--- config.mk ---
export PLATFORM = sky130hd
export DESIGN_NAME = xf100_ram_initiator
export DESIGN_NICKNAME = d
export VERILOG_FILES = /design/src/rtl/xf100_ram_initiator.sv
export SDC_FILE = /design/constraint.sdc
export NUM_CORES = 1
export LEC_CHECK = 0
export ABC_AREA = 1
export CAP_MARGIN = 20
export CELL_PAD_IN_SITES_DETAIL_PLACEMENT = 1
export CELL_PAD_IN_SITES_GLOBAL_PLACEMENT = 2
export CORE_UTILIZATION = 24
export DETAILED_ROUTE_END_ITERATION = 10
export MAX_ROUTING_LAYER = met4
export PLACE_DENSITY = 0.92
export SLEW_MARGIN = 25
export SYNTH_ARGS = -nofsm -noshare
export SYNTH_HDL_FRONTEND = slang
export SYNTH_SLANG_ARGS = --single-unit
--- constraint.sdc ---
create_clock -name clk -period 4.7 [get_ports clk]
set_clock_uncertainty 0.2 [all_clocks]
set_input_delay 1.41 -clock clk [delete_from_list [all_inputs] [get_ports clk]]
set_output_delay 1.41 -clock clk [all_outputs]
set_load 0.02 [all_outputs]
--- src/rtl/xf100_ram_initiator.sv ---
// xf100_ram_initiator
// Master-side controller for the xf100 word-organised RAM port. It accepts
// byte-addressed load/store requests on a valid/ready channel, checks size,
// alignment and window range, issues exactly one RAM access per legal
// request and returns an extended load result or an error on a valid/ready
// response channel. The response is held stable under backpressure.
//
// Ports:
//   clk, rst                   clock, synchronous active-high reset
//   req_valid/req_ready        request handshake
//   req_wen, req_addr,         store flag, byte address,
//   req_size, req_unsigned,    size (0 byte, 1 half, 2 word),
//   req_wdata                  zero-extension flag, right-aligned store data
//   rsp_valid/rsp_ready        response handshake
//   rsp_rdata, rsp_err         load result (0 for stores/errors), error flag
//   ram_cs, ram_wen, ram_mask  RAM select, write enable, byte enables
//   ram_addr                   RAM word address
//   ram_wdat0..3, ram_rdat0..3 write/read byte lanes (lane k = byte offset k)
module xf100_ram_initiator #(
  parameter int unsigned AW        = 8,
  parameter int unsigned DP        = 256,
  parameter logic [31:0] BASE_ADDR = 32'h0000_0000
) (
  input  logic          clk,
  input  logic          rst,
  input  logic          req_valid,
  output logic          req_ready,
  input  logic          req_wen,
  input  logic [31:0]   req_addr,
  input  logic [1:0]    req_size,
  input  logic          req_unsigned,
  input  logic [31:0]   req_wdata,
  output logic          rsp_valid,
  input  logic          rsp_ready,
  output logic [31:0]   rsp_rdata,
  output logic          rsp_err,
  output logic          ram_cs,
  output logic          ram_wen,
  output logic [3:0]    ram_mask,
  output logic [AW-1:0] ram_addr,
  output logic [7:0]    ram_wdat0,
  output logic [7:0]    ram_wdat1,
  output logic [7:0]    ram_wdat2,
  output logic [7:0]    ram_wdat3,
  input  logic [7:0]    ram_rdat0,
  input  logic [7:0]    ram_rdat1,
  input  logic [7:0]    ram_rdat2,
  input  logic [7:0]    ram_rdat3
);

  typedef enum logic [1:0] {IDLE, ACC, RSP} state_t;

  localparam logic [AW:0] DP_LIMIT = (AW+1)'(DP);

  state_t        state;
  logic [1:0]    acc_off;
  logic [1:0]    acc_size;
  logic          acc_uns;

  logic [AW-1:0] req_word;
  logic          req_err;
  logic [3:0]    req_mask;
  logic [31:0]   req_lanes;
  logic [31:0]   rd_word;
  logic [7:0]    rd_byte;
  logic [15:0]   rd_half;
  logic [31:0]   load_data;

  assign req_word = req_addr[AW+1:2];
  assign rd_word  = {ram_rdat3, ram_rdat2, ram_rdat1, ram_rdat0};
  assign rd_byte  = rd_word[{acc_off, 3'b000} +: 8];
  assign rd_half  = acc_off[1] ? rd_word[31:16] : rd_word[15:0];

  always_comb begin
    req_err = 1'b0;
    if (req_size == 2'd3)
      req_err = 1'b1;
    if (req_size == 2'd1 && req_addr[0] != 1'b0)
      req_err = 1'b1;
    if (req_size == 2'd2 && req_addr[1:0] != 2'b00)
      req_err = 1'b1;
    if (req_addr[31:AW+2] != BASE_ADDR[31:AW+2])
      req_err = 1'b1;
    if ({1'b0, req_word} >= DP_LIMIT)
      req_err = 1'b1;
  end

  // Store data is replicated so the selected lanes carry the right bytes
  // whatever the offset; the mask picks which lanes the RAM actually takes.
  always_comb begin
    req_mask  = 4'b1111;
    req_lanes = req_wdata;
    case (req_size)
      2'd0: begin
        req_mask  = 4'b0001 << req_addr[1:0];
        req_lanes = {4{req_wdata[7:0]}};
      end
      2'd1: begin
        req_mask  = req_addr[1] ? 4'b1100 : 4'b0011;
        req_lanes = {2{req_wdata[15:0]}};
      end
      default: begin
        req_mask  = 4'b1111;
        req_lanes = req_wdata;
      end
    endcase
  end

  always_comb begin
    load_data = rd_word;
    case (acc_size)
      2'd0:    load_data = acc_uns ? {24'h0, rd_byte} : {{24{rd_byte[7]}}, rd_byte};
      2'd1:    load_data = acc_uns ? {16'h0, rd_half} : {{16{rd_half[15]}}, rd_half};
      default: load_data = rd_word;
    endcase
  end

  always_ff @(posedge clk) begin
    if (rst) begin
      state     <= IDLE;
      req_ready <= 1'b1;
      rsp_valid <= 1'b0;
      rsp_rdata <= '0;
      rsp_err   <= 1'b0;
      ram_cs    <= 1'b0;
      ram_wen   <= 1'b0;
      ram_mask  <= '0;
      ram_addr  <= '0;
      ram_wdat0 <= '0;
      ram_wdat1 <= '0;
      ram_wdat2 <= '0;
      ram_wdat3 <= '0;
      acc_off   <= '0;
      acc_size  <= '0;
      acc_uns   <= 1'b0;
    end else begin
      case (state)
        IDLE: begin
          if (req_valid && req_ready) begin
            req_ready <= 1'b0;
            acc_off   <= req_addr[1:0];
            acc_size  <= req_size;
            acc_uns   <= req_unsigned;
            if (req_err) begin
              rsp_valid <= 1'b1;
              rsp_err   <= 1'b1;
              rsp_rdata <= '0;
              state     <= RSP;
            end else begin
              // RAM port outputs are registered here so ACC drives them
              // straight from flops for its single cycle.
              ram_cs    <= 1'b1;
              ram_wen   <= req_wen;
              ram_mask  <= req_mask;
              ram_addr  <= req_word;
              ram_wdat0 <= req_lanes[7:0];
              ram_wdat1 <= req_lanes[15:8];
              ram_wdat2 <= req_lanes[23:16];
              ram_wdat3 <= req_lanes[31:24];
              state     <= ACC;
            end
          end
        end
        ACC: begin
          rsp_valid <= 1'b1;
          rsp_err   <= 1'b0;
          rsp_rdata <= ram_wen ? '0 : load_data;
          ram_cs    <= 1'b0;
          ram_wen   <= 1'b0;
          ram_mask  <= '0;
          ram_addr  <= '0;
          ram_wdat0 <= '0;
          ram_wdat1 <= '0;
          ram_wdat2 <= '0;
          ram_wdat3 <= '0;
          state     <= RSP;
        end
        RSP: begin
          if (rsp_ready) begin
            rsp_valid <= 1'b0;
            rsp_rdata <= '0;
            rsp_err   <= 1'b0;
            req_ready <= 1'b1;
            state     <= IDLE;
          end
        end
        default: begin
          state     <= IDLE;
          req_ready <= 1'b1;
        end
      endcase
    end
  end

endmodule

# Yosys cells after proc, flatten, opt, wreduce, memory -nomap -nowiden
# Index checks and enable logic that the tools add are counted.
[totals]
register_bits = 88
wordCells = 96
output_inout_bits = 81
[classes]
shifts = 2
bitwise = 1
n_eq_ne = 10
n_reduce_logical = 15
muxes = 52
[ops]
columns = ["operator", "count"]
rows = [
  ["$mux 32", 6],
  ["$pmux 32 s2", 2],
  ["$pmux 32 s3", 1],
  ["$mux 8", 10],
  ["$pmux 8 s2", 5],
  ["$shiftx 32x6->8", 1],
  ["$reduce_bool 22->1", 1],
  ["$mux 16", 1],
  ["$pmux 4 s2", 2],
  ["$mux 1", 13],
  ["$mux 4", 3],
  ["$pmux 1 s3", 3],
  ["$ne 2x2->1 const B", 4],
  ["$eq 2x1->1 const B", 3],
  ["$eq 2x2->1 const B", 3],
  ["$logic_not 2->1", 3],
  ["$mux 2", 3],
  ["$pmux 2 s3", 1],
  ["$reduce_and 3->1", 2],
  ["$pmux 1 s2", 2],
  ["$reduce_and 2->1", 2],
  ["$reduce_and 4->1", 1],
  ["$reduce_bool 2->1", 2],
  ["$shl 1x2->4 const A", 1],
  ["other kinds (3)", 5],
]

# Longest topological paths before layout
# Gate-level depths: netlist (run 1).
[logic_depth]
depth_word = 8
depth_mapped = 13
ltp_nobuf = 12

# Worst setup path after synthesis (run 1)
# Ideal clock, no wire load.
[synth_path]
kind = "input to register"
from = "input req_size[1]"
to = "register ram_wdat2[2]"
path_slack_ps = 1901
stages = 10
arrival_ps = 2467
n_path_buf = 3
cell_sequence = "buf_2 -> o21ai_2 -> nand2_1 -> nor2_1 -> and2_4 -> nand2_8 -> buf_8 -> buf_8 -> nand3_1 -> a21oi_1"
[synth_between]
elab_chain_len = 7
word_cells_on_any_way = 16
classes_between = "eq/ne (4); mux (8); reduce/logical (4)"
[synth_rtl]
columns = ["element", "line_no", "text"]
rows = [
  ["start, declared", "30", "input logic [1:0] req_size,"],
  ["$eq 2x2->1 / $eq 2x1->1 (equally long branches)", "76, 78, 93", ""],
  ["$mux 1 / $logic_and 1x1->1 (equally long branches)", "76, 78", ""],
  ["$mux 1", "78", "if (req_size == 2'd1 && req_addr[0] != 1'b0)"],
  ["$mux 1", "80", "if (req_size == 2'd2 && req_addr[1:0] != 2'b00)"],
  ["$mux 1", "82", "if (req_addr[31:AW+2] != BASE_ADDR[31:AW+2])"],
  ["$ne 2x2->1 (no source line)", "n/a", ""],
  ["$reduce_and 3->1 (no source line)", "n/a", ""],
  ["end signal, assigned", "158", "ram_wdat2 <= req_lanes[23:16];"],
  ["end, declared", "43", "output logic [7:0] ram_wdat2,"],
]
# Several ways; a longest one is shown, not always the timed one. The select of a mux whose other input is x is not followed.
# A chain may end at the register's enable or synchronous reset.

# Final worst setup path (run 1)
[layout_path]
from = "input req_size[1]"
to = "register rsp_rdata[12]"
[layout_between]
elab_chain_len = 7
word_cells_on_any_way = 11
classes_between = "eq/ne (4); mux (4); reduce/logical (3)"
[layout_rtl]
columns = ["element", "line_no", "text"]
rows = [
  ["$eq 2x2->1 / $eq 2x1->1 (equally long branches)", "76, 78", ""],
  ["$mux 1 / $logic_and 1x1->1 (equally long branches)", "76, 78", ""],
  ["$mux 1", "78", ""],
  ["$mux 1 (*)", "80", ""],
  ["$mux 1 (*)", "82", ""],
  ["$ne 2x2->1 (no source line) (*)", "n/a", ""],
  ["$reduce_and 4->1 (no source line) (*)", "n/a", ""],
  ["end signal, assigned", "167", "rsp_rdata <= ram_wen ? '0 : load_data;"],
  ["end, declared", "35", "output logic [31:0] rsp_rdata,"],
]
# Mark *: on every way between the ends. The rest lies on a longest branch, timed or not.

==> results.md, run 1 <==
* Place WS at 0.5930 ns
* CP cell instances: clkdlybuf4s50_1 -> buf_4 -> inv_2 -> nand2_4 -> nand2_2 -> nand2_1 -> nor2_2 -> nand3_2 -> nand3_2 -> buf_4 -> nand2_1 -> inv_1 -> nor2_1 -> nor2_1
* Die X at 141.9 um
* CP max-delay cell: clkdlybuf4s50_1
* Clock Tree Root: clkbuf_16
* R2r endpoint: rsp_rdata[17]
* Async set-or-reset flop fraction in the synthesized netlist at 0%
* Final hold vios at 0
* Via/cell ratio at 4.481
* Synth Net Count at 834
* Htree depth at 3
* FF+latch count, synth at 88
* DRT antenna net count at 0
* Worst-path clk slew at 0.07 ns
* Post-Place Cell Area at 6659 um2
* Outcome: completed
* CP Capture Type: flop
* Max Cap Violations at 0
* Cts bufs inserted at 9
* Layout area overhead at 48.32%
* Initial DRC count at 180
* Critical path buffers and inverters at 5
* Power per cell area at 286.4 nW/um2
* Mapped Cells at 727
* CP Launch Point: req_size[1]
* Nets at 997
* Crit path max-delay family: buffers and inverters
* Worst skew pair latency at 0.35 ns
* Slew HR at 47.62%
* Initial antenna violation count at 0
* Post-CTS setup buffers at 0
* Top-level port count at 185
* Post-synth EDFFs at 0
* Routed WL at 17770 um
* Top_reg_cell synth: dfxtp_1
* Fin worst setup slack at 0.9820 ns
* Period Utilization, post-route at 79.11%
* R2r worst-path depth at 9
* Worst VDD drop at 0.1693 mV
* Post-synthesis sequential area ratio at 37.49%
* Die Y at 141.9 um
* Synth warn at 0
* Layout Cells excl Fill at 1155
* Hold endpoint: rsp_rdata[5]
* Setup TNS at 0 ns
* Vias at 5176
* Largest fanout on the critical path at 26
* CP max stage delay at 0.62 ns
* Max Root-Sink Buffers at 2
* WS Path Type: input port to flop
* Setup violators final at 0
* Antenna cells at 0
* Post-DP HPWL at 13300 um
* Initial core utilization at 24.79%
* Crit path arrival time at 3.75 ns
* CTS tree: built
* GRT overflow at 0
* Placed Instances at 1139
* Synthesized area at 4700 um2
* Share of cells above drive strength 1 at 5.810%
* Post-CTS Hold Buffers at 0
* Worst-Margin Slew at 0.7846 ns
* WL/cell at 15.38 um
* Drc violations at 0
* Fillers at 2431
* RePlAce Congestion at 0.8103
* Post-CTS Resized at 0
* Lkg Pwr at 0.002829 uW
* Drt first pass iters at 4
* Post-route cell area at 6970 um2
* Core outline area at 18960 um2
* Reg-to-reg slack, setup at 2.06 ns
* Largest net degree at the start of global routing at 48
* Yosys cell types at 36
* Syn_area_per_cell at 6.464 um2
* RSZ-0062 raised after global routing: false
* CTS Sinks at 88
* Power Total at 1996 uW
* Req. time, crit path at 4.74 ns
* Worst Setup Start Kind: input port
* Minimum period implied by the final worst setup slack at 3.718 ns
* Hold path depth at 2
* Max Fclk at 269.0 MHz
* Port Buf Inserts at 184
* Most frequent cells in the layout: nand2_1, clkdlybuf4s50_1, nor2_1, dfxtp_1, a21oi_1
* Number of global-route vias before repair at 5361
* Final max-slew violation count at 0
* Hold Crit Class: flop to flop
* Total GRT Usage at 18.70%
* RR Startpoint: acc_size[1]
* Commonest non-fill, non-tap cell in the layout: nand2_1
* Global-route wire length before repair at 28210 um
* Row Count at 50
* Hold path startpoint: rsp_rdata[5]
* DIE AREA at 20150 um2
per-stage QoR:
step	hold slack, ns	utilization [%]
2_1_floorplan	0.2622	-
3_3_place_gp	0.2594	35.13
3_5_place_dp	0.2588	35.13
4_1_cts	0.2702	36.77
5_1_grt	0.2910	36.77
6_report	0.2650	36.77
cell families (layout without fill, tap and decap cells):
| group | after synthesis | after routing | share of synthesized area [%] |
|---|---|---|---|
| buf+inv | 102 | 270 | 10.65 |
| flops | 88 | 88 | 37.49 |
| fa+ha+maj | 3 | 3 | 0.7988 |
| compound gates | 108 | 108 | 11.66 |
| simple gates | 426 | 426 | 39.40 |
worst min-delay path: cells and delay by family, from the launching register on:
kind	cells	cell delay (ns)
AO/OA/AOI/OAI	1	0.05
flip-flops	1	0.31
AND/OR/NAND/NOR	1	0.06
power breakdown:
part           switching (uW)  total, uW  internal [uW]
registers                23.5        784            760
clock network             374        755            381
logic                     277        458            181
synthesized netlist by cell type, types with 2 or more instances:
cell type / n / share of area [%]
nand2_1: 206 / 16
nor2_1: 120 / 9.6
dfxtp_1: 88 / 37
a21oi_1: 75 / 8.0
nand3_1: 64 / 6.8
inv_1: 56 / 4.5
o21ai_0: 26 / 2.8
clkbuf_1: 15 / 1.2
buf_2: 12 / 1.3
nor3_1: 7 / 0.75
buf_6: 6 / 1.4
or2_1: 6 / 0.80
nand3_2: 5 / 1.1
buf_8: 4 / 1.3
inv_2: 4 / 0.32
nand2_2: 4 / 0.53
ha_1: 3 / 0.80
o21ai_1: 3 / 0.32
o22ai_1: 3 / 0.40
buf_4: 2 / 0.32
nand2_4: 2 / 0.48
or2_2: 2 / 0.27
state kept, by name, indices dropped and copies added (netlist names):
name,flops
ram_addr,8
req_ready,1
state,2
ram_wdat3,8
acc_size,2
ram_mask,4
ram_wdat2,8
rsp_rdata,32
acc_off,2
acc_uns,1
ram_wen,1
ram_wdat1,8
rsp_err,1
ram_wdat0,8
ram_cs,1
rsp_valid,1
how the worst max path moves through the flow:
stage	to	slack, ns	cells past startpoint
3_5_place_dp	rsp_rdata[9]	0.59	14
4_1_cts	rsp_rdata[9]	0.97	14
3_3_place_gp	rsp_rdata[9]	0.68	14
6_report	rsp_rdata[12]	0.98	14
2_1_floorplan	ram_wdat2[2]	1.90	10
5_1_grt	rsp_rdata[12]	0.77	14
cell type report:
type                    instances  area, um2  share of cell area [%]
multi-input cells             537       2437                   34.97
repair buffers                192       1897                   27.21
flip-flops and latches         88       1762                   25.27
well taps                     260      325.3                   4.667
inverters                      62      237.7                   3.411
clock buffers                   9      225.2                   3.231
clock inverters                 7      86.33                   1.239
layer usage:
| layer | vias to the layer above | routed length (um) | global-route usage (%) |
|---|---|---|---|
| li1 | 2621 | - | - |
| met4 | 0 | 254 | 5.037 |
| met3 | 20 | 1350 | 6.258 |
| met5 | - | 0 | - |
| met1 | 2391 | 7761 | 21.44 |
| met2 | 144 | 8401 | 31.11 |
Note: power is estimated with default switching activity, not from simulation.
==> run 2, diff against run 1 <==
CORE_UTILIZATION = 22   (was 24)
PLACE_DENSITY = 0.86   (was 0.92)
clock period = 3.5 ns   (was 4.7 ns; I/O delays follow)
==> results.md, run 2 (synthesis results as in run 1) <==
* Critical path buffers and inverters at 3 (-2)
* Die Y at 148.2 um (+4.4%)
* Worst VDD drop at 0.1860 mV (+9.9%)
* Req. time, crit path at 3.51 ns (-1.23 ns)
* Minimum period implied by the final worst setup slack at 2.994 ns
* Layout Utilization at 33.79% (-3.0 points)
* CP max-delay cell: clkdlybuf4s50_1
* Placed Instances at 1159 (+1.8%)
* Drt first pass iters at 4 (unchanged)
* Reg-to-reg slack, setup at 0.93 ns (-1.13 ns)
* Power Total at 2747 uW (+38%)
* Worst skew pair latency at 0.35 ns (about the same)
* Post-DP HPWL at 13310 um (+0.15%)
* Drc violations at 0 (unchanged)
* RePlAce Congestion at 0.8447 (+4.2%)
* Crit path arrival time at 3.01 ns (-0.74 ns)
* Sw Pwr at 887.0 uW (+32%)
* DIE AREA at 21950 um2 (+9.0%)
* Initial core utilization at 22.43% (-2.4 points)
* Largest Register: rsp_rdata
* Slew HR at 49.27% (+1.6 points)
* Worst hold margin at 0.2681 ns (+0.003088 ns)
* RSZ-0062 raised after global routing: false
* Port Buf Inserts at 184 (unchanged)
* Routed WL at 17720 um (-0.28%)
* Post-CTS setup buffers at 0 (unchanged)
* Initial DRC count at 275 (+53%)
* Nets at 1002 (+0.50%)
* CP max stage delay at 0.58 ns (-0.04 ns)
* CTS tree: built
* Via/cell ratio at 4.411 (-1.6%)
* Period Utilization, post-route at 85.55%
* Setup violators final at 0 (unchanged)
* Max Fclk at 334.0 MHz
* Logic pwr share at 23.3% (+0.4 points)
* GRT overflow at 0 (unchanged)
* Largest fanout on the critical path at 47 (+81%)
* Htree depth at 3 (unchanged)
* Setup TNS at 0 ns (unchanged)
* Seq pwr share at 38.3% (-1.0 points)
* R2r endpoint: rsp_rdata[17]
* Initial antenna violation count at 0 (unchanged)
* CTS Sinks at 88 (unchanged)
* R2r worst-path depth at 9 (unchanged)
* WL/cell at 15.08 um (-2.0%)
* Fillers at 2657 (+9.3%)
* Row Count at 53 (+6.0%)
* Hold path depth at 2 (unchanged)
* Sw frac at 32.30% (-1.5 points)
* Antenna cells at 0 (unchanged)
* Post-CTS Resized at 0 (unchanged)
* Layout Cells excl Fill at 1175 (+1.7%)
* Worst-Margin Slew at 0.7600 ns (-0.02469 ns)
* CP Capture Type: flop
* DRT antenna net count at 0 (unchanged)
* Outcome: completed
* Crit path max-delay family: buffers and inverters
* Die X at 148.2 um (+4.4%)
* Layout area overhead at 50.67%
* Clock Tree Root: clkbuf_16
* Max Cap Violations at 0 (unchanged)
* Most frequent cells in the layout: nand2_1, clkdlybuf4s50_1, nor2_1, dfxtp_1, a21oi_1
* RR Startpoint: acc_size[1]
* Max Root-Sink Buffers at 2 (unchanged)
* Worst Setup Start Kind: input port
* Core outline area at 20960 um2 (+11%)
* Clock network power share at 38.4% (+0.6 points)
* Total GRT Usage at 16.99% (-1.7 points)
* Hold endpoint: rsp_err
* Final hold vios at 0 (unchanged)
* CP cell instances: clkdlybuf4s50_1 -> inv_2 -> nand2_4 -> nand2_2 -> nand2_1 -> nor2_2 -> and2_4 -> nand2_8 -> buf_4 -> nand2_1 -> nand2_1 -> a21oi_1
* Lkg Pwr at 0.002878 uW (+1.7%)
* Power Internal at 1859 uW (+41%)
* Max FFs per register at 32 (unchanged)
* Commonest non-fill, non-tap cell in the layout: nand2_1
* Hold path startpoint: rsp_err
* Post-CTS Hold Buffers at 0 (unchanged)
* Largest net degree at the start of global routing at 48 (unchanged)
* Final max-slew violation count at 0 (unchanged)
* Hold Crit Class: flop to flop
* Cts bufs inserted at 9 (unchanged)
* WS Path Type: input port to flop
* Power per cell area at 387.9 nW/um2 (+35%)
* Worst-path clk slew at 0.07 ns (about the same)
* Number of global-route vias before repair at 5128 (-4.3%)
* Global-route wire length before repair at 27780 um (-1.5%)
* Most common cell type on the critical path: nand2_1
* CP Launch Point: req_size[0]
* Share of cells above drive strength 1 at 6.333% (+0.52 points)
* Vias at 5183 (+0.14%)
* Top-level port count at 185 (unchanged)
-- run 2: changes by cell type in the layout (fill, tap and decap cells not counted), sizes merged --
cell    delta
inv        +3
clkinv     -4
bufinv     +1
buf        +5
-- run 2: area by class of cell --
type	count	area (um2)	share of cell area, %
clock buffers	9	225.2	3.181
inverters	62	237.7	3.357
clock inverters	7	90.09	1.272
well taps	275	344.1	4.860
multi-input cells	537	2437	34.42
repair buffers	197	1984	28.03
flip-flops and latches	88	1762	24.88
-- run 2: worst max path at each step --
stage                   end  slack [ns]  depth (start not counted)
2_1_floorplan  ram_wdat2[2]        1.06                         10
3_3_place_gp   ram_wdat3[0]        0.19                         12
3_5_place_dp   ram_wdat3[0]        0.14                         12
4_1_cts        ram_wdat3[0]        0.52                         12
5_1_grt        ram_wdat3[0]        0.39                         12
6_report       ram_wdat3[0]        0.51                         12
-- run 2: per-layer routing --
metal	vias up	GRT usage (%)	wire length (um)
li1	2625	-	-
met1	2382	20.72	7970
met2	163	27.23	8106
met3	13	5.245	1487
met4	0	4.021	155
met5	-	-	0
-- run 2: power groups by stage --
stage               registers [uW]  logic (uW)  clock network [uW]
detailed placement            1080         649                   0
CTS                           1050         654                1100
global route                  1060         721                1130
floorplan                     1060         384                   0
global placement              1080         649                   0
finish                        1050         641                1050
-- run 2: stage by stage --
| step | cell area (um2) | setup slack [ns] |
|---|---|---|
| finish | 7081 | 0.5058 |
| global route | 7081 | 0.3880 |
| CTS | 7081 | 0.5211 |
| detailed placement | 6765 | 0.1363 |
| global placement | 6765 | 0.1901 |
| floorplan | 4700 | 1.061 |
-- run 2: tightest hold or removal path: stages, from the launching register on --
cell and delay [ns]:
dfxtp_1 0.31, nand2_1 0.06, a21oi_1 0.05
==> run 3, diff against run 2 <==
--- a/config.mk
+++ b/config.mk
@@ -6,9 +6,8 @@
 export NUM_CORES = 1
 export LEC_CHECK = 0
-export ABC_AREA = 1
 export CAP_MARGIN = 20
 export CELL_PAD_IN_SITES_DETAIL_PLACEMENT = 1
 export CELL_PAD_IN_SITES_GLOBAL_PLACEMENT = 2
-export CORE_UTILIZATION = 22
+export CORE_UTILIZATION = 24
 export DETAILED_ROUTE_END_ITERATION = 10
 export MAX_ROUTING_LAYER = met4
==> constraint.sdc (replaced) <==
create_clock -name clk -period 3.5 [get_ports clk]
set_clock_uncertainty 0.2 [all_clocks]
set_input_delay 0.7 -clock clk [delete_from_list [all_inputs] [get_ports clk]]
set_output_delay 0.7 -clock clk [all_outputs]
set_load 0.02 [all_outputs]
==> results.md, run 3 <==
* Total GRT Usage at 17.95% (+0.96 points)
* Syn_area_per_cell at 10.12 um2 (+57%)
* Htree depth at 3 (unchanged)
* Worst VDD drop at 0.2381 mV (+28%)
* DIE AREA at 17470 um2 (-20%)
* Worst skew pair latency at 0.35 ns (about the same)
* Top-count cell post-synth: dfxtp_1
* Share of cells above drive strength 1 at 10.81% (+4.5 points)
* CP cell instances: clkdlybuf4s50_1 -> nor4_1 -> nand4_1 -> or4_4 -> and2_2 -> buf_12 -> a22o_1
* Global-route wire length before repair at 23680 um (-15%)
* R2r worst-path depth at 7 (-2)
* Die X at 132.2 um (-11%)
* Cts bufs inserted at 9 (unchanged)
* Most frequent cells after synthesis: dfxtp_1, a22o_1, mux2i_1, nand2_1
* RSZ-0062 raised after global routing: false
* Final max-slew violation count at 0 (unchanged)
* Lkg Pwr at 0.002360 uW (-18%)
* Setup violators final at 0 (unchanged)
* Setup TNS at 0 ns (unchanged)
* Met3 Wirelength at 1295 um (-13%)
* Top_reg_cell synth: dfxtp_1
* FF/Latch Area at 1762 um2 (unchanged)
* Fillers at 1840 (-31%)
* RePlAce Congestion at 0.8113 (-4.0%)
* Max Fclk at 342.2 MHz (+2.5%)
* Clock Tree Root: clkbuf_16
* Via/cell ratio at 4.944 (+12%)
* Max FFs per register at 32 (unchanged)
* Worst-Margin Slew at 0.9463 ns (+0.1864 ns)
* Post-CTS Hold Buffers at 0 (unchanged)
* Core outline area at 16580 um2 (-21%)
* GRT overflow at 0 (unchanged)
* CTS tree: built
* Synth Net Count at 509 (-39%)
* Largest Register: rsp_rdata
* WS Path Type: input port to flop
* Highest metal used: met4
* Post-synthesis sequential area ratio at 43.31% (+5.8 points)
* DRT antenna net count at 0 (unchanged)
* Layout area overhead at 57.80%
* Worst-path clk slew at 0.07 ns (about the same)
* Port Buf Inserts at 184 (unchanged)
* Number of global-route vias before repair at 4366 (-15%)
* Multi-input logic area at 2130 um2 (-13%)
* Outcome: completed
* Post-CTS setup buffers at 0 (unchanged)
* Slew HR at 36.68% (-13 points)
* Crit path arrival time at 2.97 ns (-0.04 ns)
* Minimum period implied by the final worst setup slack at 2.922 ns (-0.07201 ns)
* Synth top area cells: dfxtp_1, a22o_1, mux2i_1
* Top-level port count at 185 (unchanged)
* FF+latch count, synth at 88 (unchanged)
* Initial DRC count at 191 (-31%)
* Power per cell area at 385.9 nW/um2 (-0.51%)
* Sw frac at 28.20% (-4.1 points)
* Post-DP HPWL at 11220 um (-16%)
* Period Utilization, post-route at 83.49% (-2.1 points)
* Post-synth EDFFs at 0 (unchanged)
* Seq pwr share at 42.0% (+3.7 points)
* Sw Pwr at 698.5 uW (-21%)
* CP max stage delay at 0.62 ns (+0.04 ns)
* Max Root-Sink Buffers at 2 (unchanged)
* Logic pwr share at 19.6% (-3.7 points)
* Commonest non-fill, non-tap cell in the layout: clkdlybuf4s50_1
* Routed WL at 14680 um (-17%)
* Post-CTS Resized at 0 (unchanged)
* Clock network power share at 38.4% (about the same)
* Drc violations at 0 (unchanged)
* Mapped Cells at 402 (-45%)
* CTS Sinks at 88 (unchanged)
* CP max-delay cell: or4_4
* CP Capture Type: flop
* Synthesized area at 4068 um2 (-13%)
* Vias at 3970 (-23%)
* Nets at 685 (-32%)
* Drt first pass iters at 4 (unchanged)
* Initial core utilization at 24.53% (+2.1 points)
* Worst hold margin at 0.2684 ns (+0.0002500 ns)
* Final hold vios at 0 (unchanged)
* Largest net degree at the start of global routing at 46 (-4.2%)
* Detail Route met2 WL at 6866 um (-15%)
* Most frequent cells in the layout: clkdlybuf4s50_1, dfxtp_1, a22o_1, mux2i_1, nand2_1
* Synth warn at 0 (unchanged)
* Die Y at 132.2 um (-11%)
* Hold Crit Class: flop to flop
* Async set-or-reset flop fraction in the synthesized netlist at 0% (unchanged)
* Reg-to-reg slack, setup at 0.82 ns (-0.11 ns)
* Power Internal at 1779 uW (-4.4%)
* M1 WL at 6253 um (-22%)
* Dominant cell type by area after synthesis: dfxtp_1
* Initial antenna violation count at 0 (unchanged)
* WL/cell at 18.28 um (+21%)
* Max Cap Violations at 0 (unchanged)
* Hold path depth at 2 (unchanged)
* Yosys cell types at 43 (+19%)
* Row Count at 47 (-11%)
* Largest fanout on the critical path at 45 (-4.3%)
* Worst Setup Start Kind: input port
* Yosys top cell area share at 43.31% (+5.8 points)
* Antenna cells at 0 (unchanged)
* Req. time, crit path at 3.54 ns (+0.03 ns)
[run 3: critical path: cells and delay by family]
family | cells | cell delay, ns
AND/OR/NAND/NOR | 4 | 1.37
buffers and inverters | 2 | 0.58
AO/OA/AOI/OAI | 1 | 0.27
[run 3: area by class of cell]
type | instances | share of cell area [%]
tap | 220 | 4.288
timing repair buffer | 195 | 30.18
clock inverter | 5 | 0.6238
inverter | 6 | 0.3509
multi-input combinational | 278 | 33.18
clock buffer | 11 | 3.938
sequential | 88 | 27.45
[run 3: power by group through the flow]
stage / sequential, uW / combinational [uW] / clock (uW)
finish: 1040 / 485 / 951
floorplan: 1060 / 249 / 0
detailed placement: 1060 / 487 / 0
global placement: 1060 / 471 / 0
global route: 1040 / 534 / 1010
CTS: 1040 / 488 / 976
[run 3: path summary, 6_finish.rpt]
path	to	from
worst min-delay path	rsp_err	rsp_err
worst max register to register	ram_wdat3[3]	state[0]
worst max-delay path	ram_wdat3[3]	req_addr[26]
worst min register to register	rsp_err	rsp_err
[run 3: cells by family (layout without fill, tap and decap cells)]
group           count (synthesis)  after routing  share of synthesized area [%]
mux                            35             35                          8.674
fa+ha+maj                       3              3                         0.9229
flops                          88             88                          43.31
simple gates                  109            109                          14.40
compound gates                131            131                          28.21
buf+inv                        36            217                          4.491
[run 3: per-layer routing]
metal,global-route usage (%),vias up
li1,-,1863
met1,20.97,1898
met2,28.69,189
met3,5.652,20
met4,6.897,0
met5,-,-
[run 3: metrics by stage]
stage          util [%]  worst slack (ns)  cell area [um2]  instances  power (uW)
6_report          38.71            0.5778             6419        803        2477
3_5_place_dp      36.94            0.1715             6126        787        1552
5_1_grt           38.71            0.4045             6419        803        2590
2_1_floorplan         -            0.8787             4068        402        1309
4_1_cts           38.71            0.5491             6419        803        2506
3_3_place_gp      36.92            0.2765             6123        787        1535
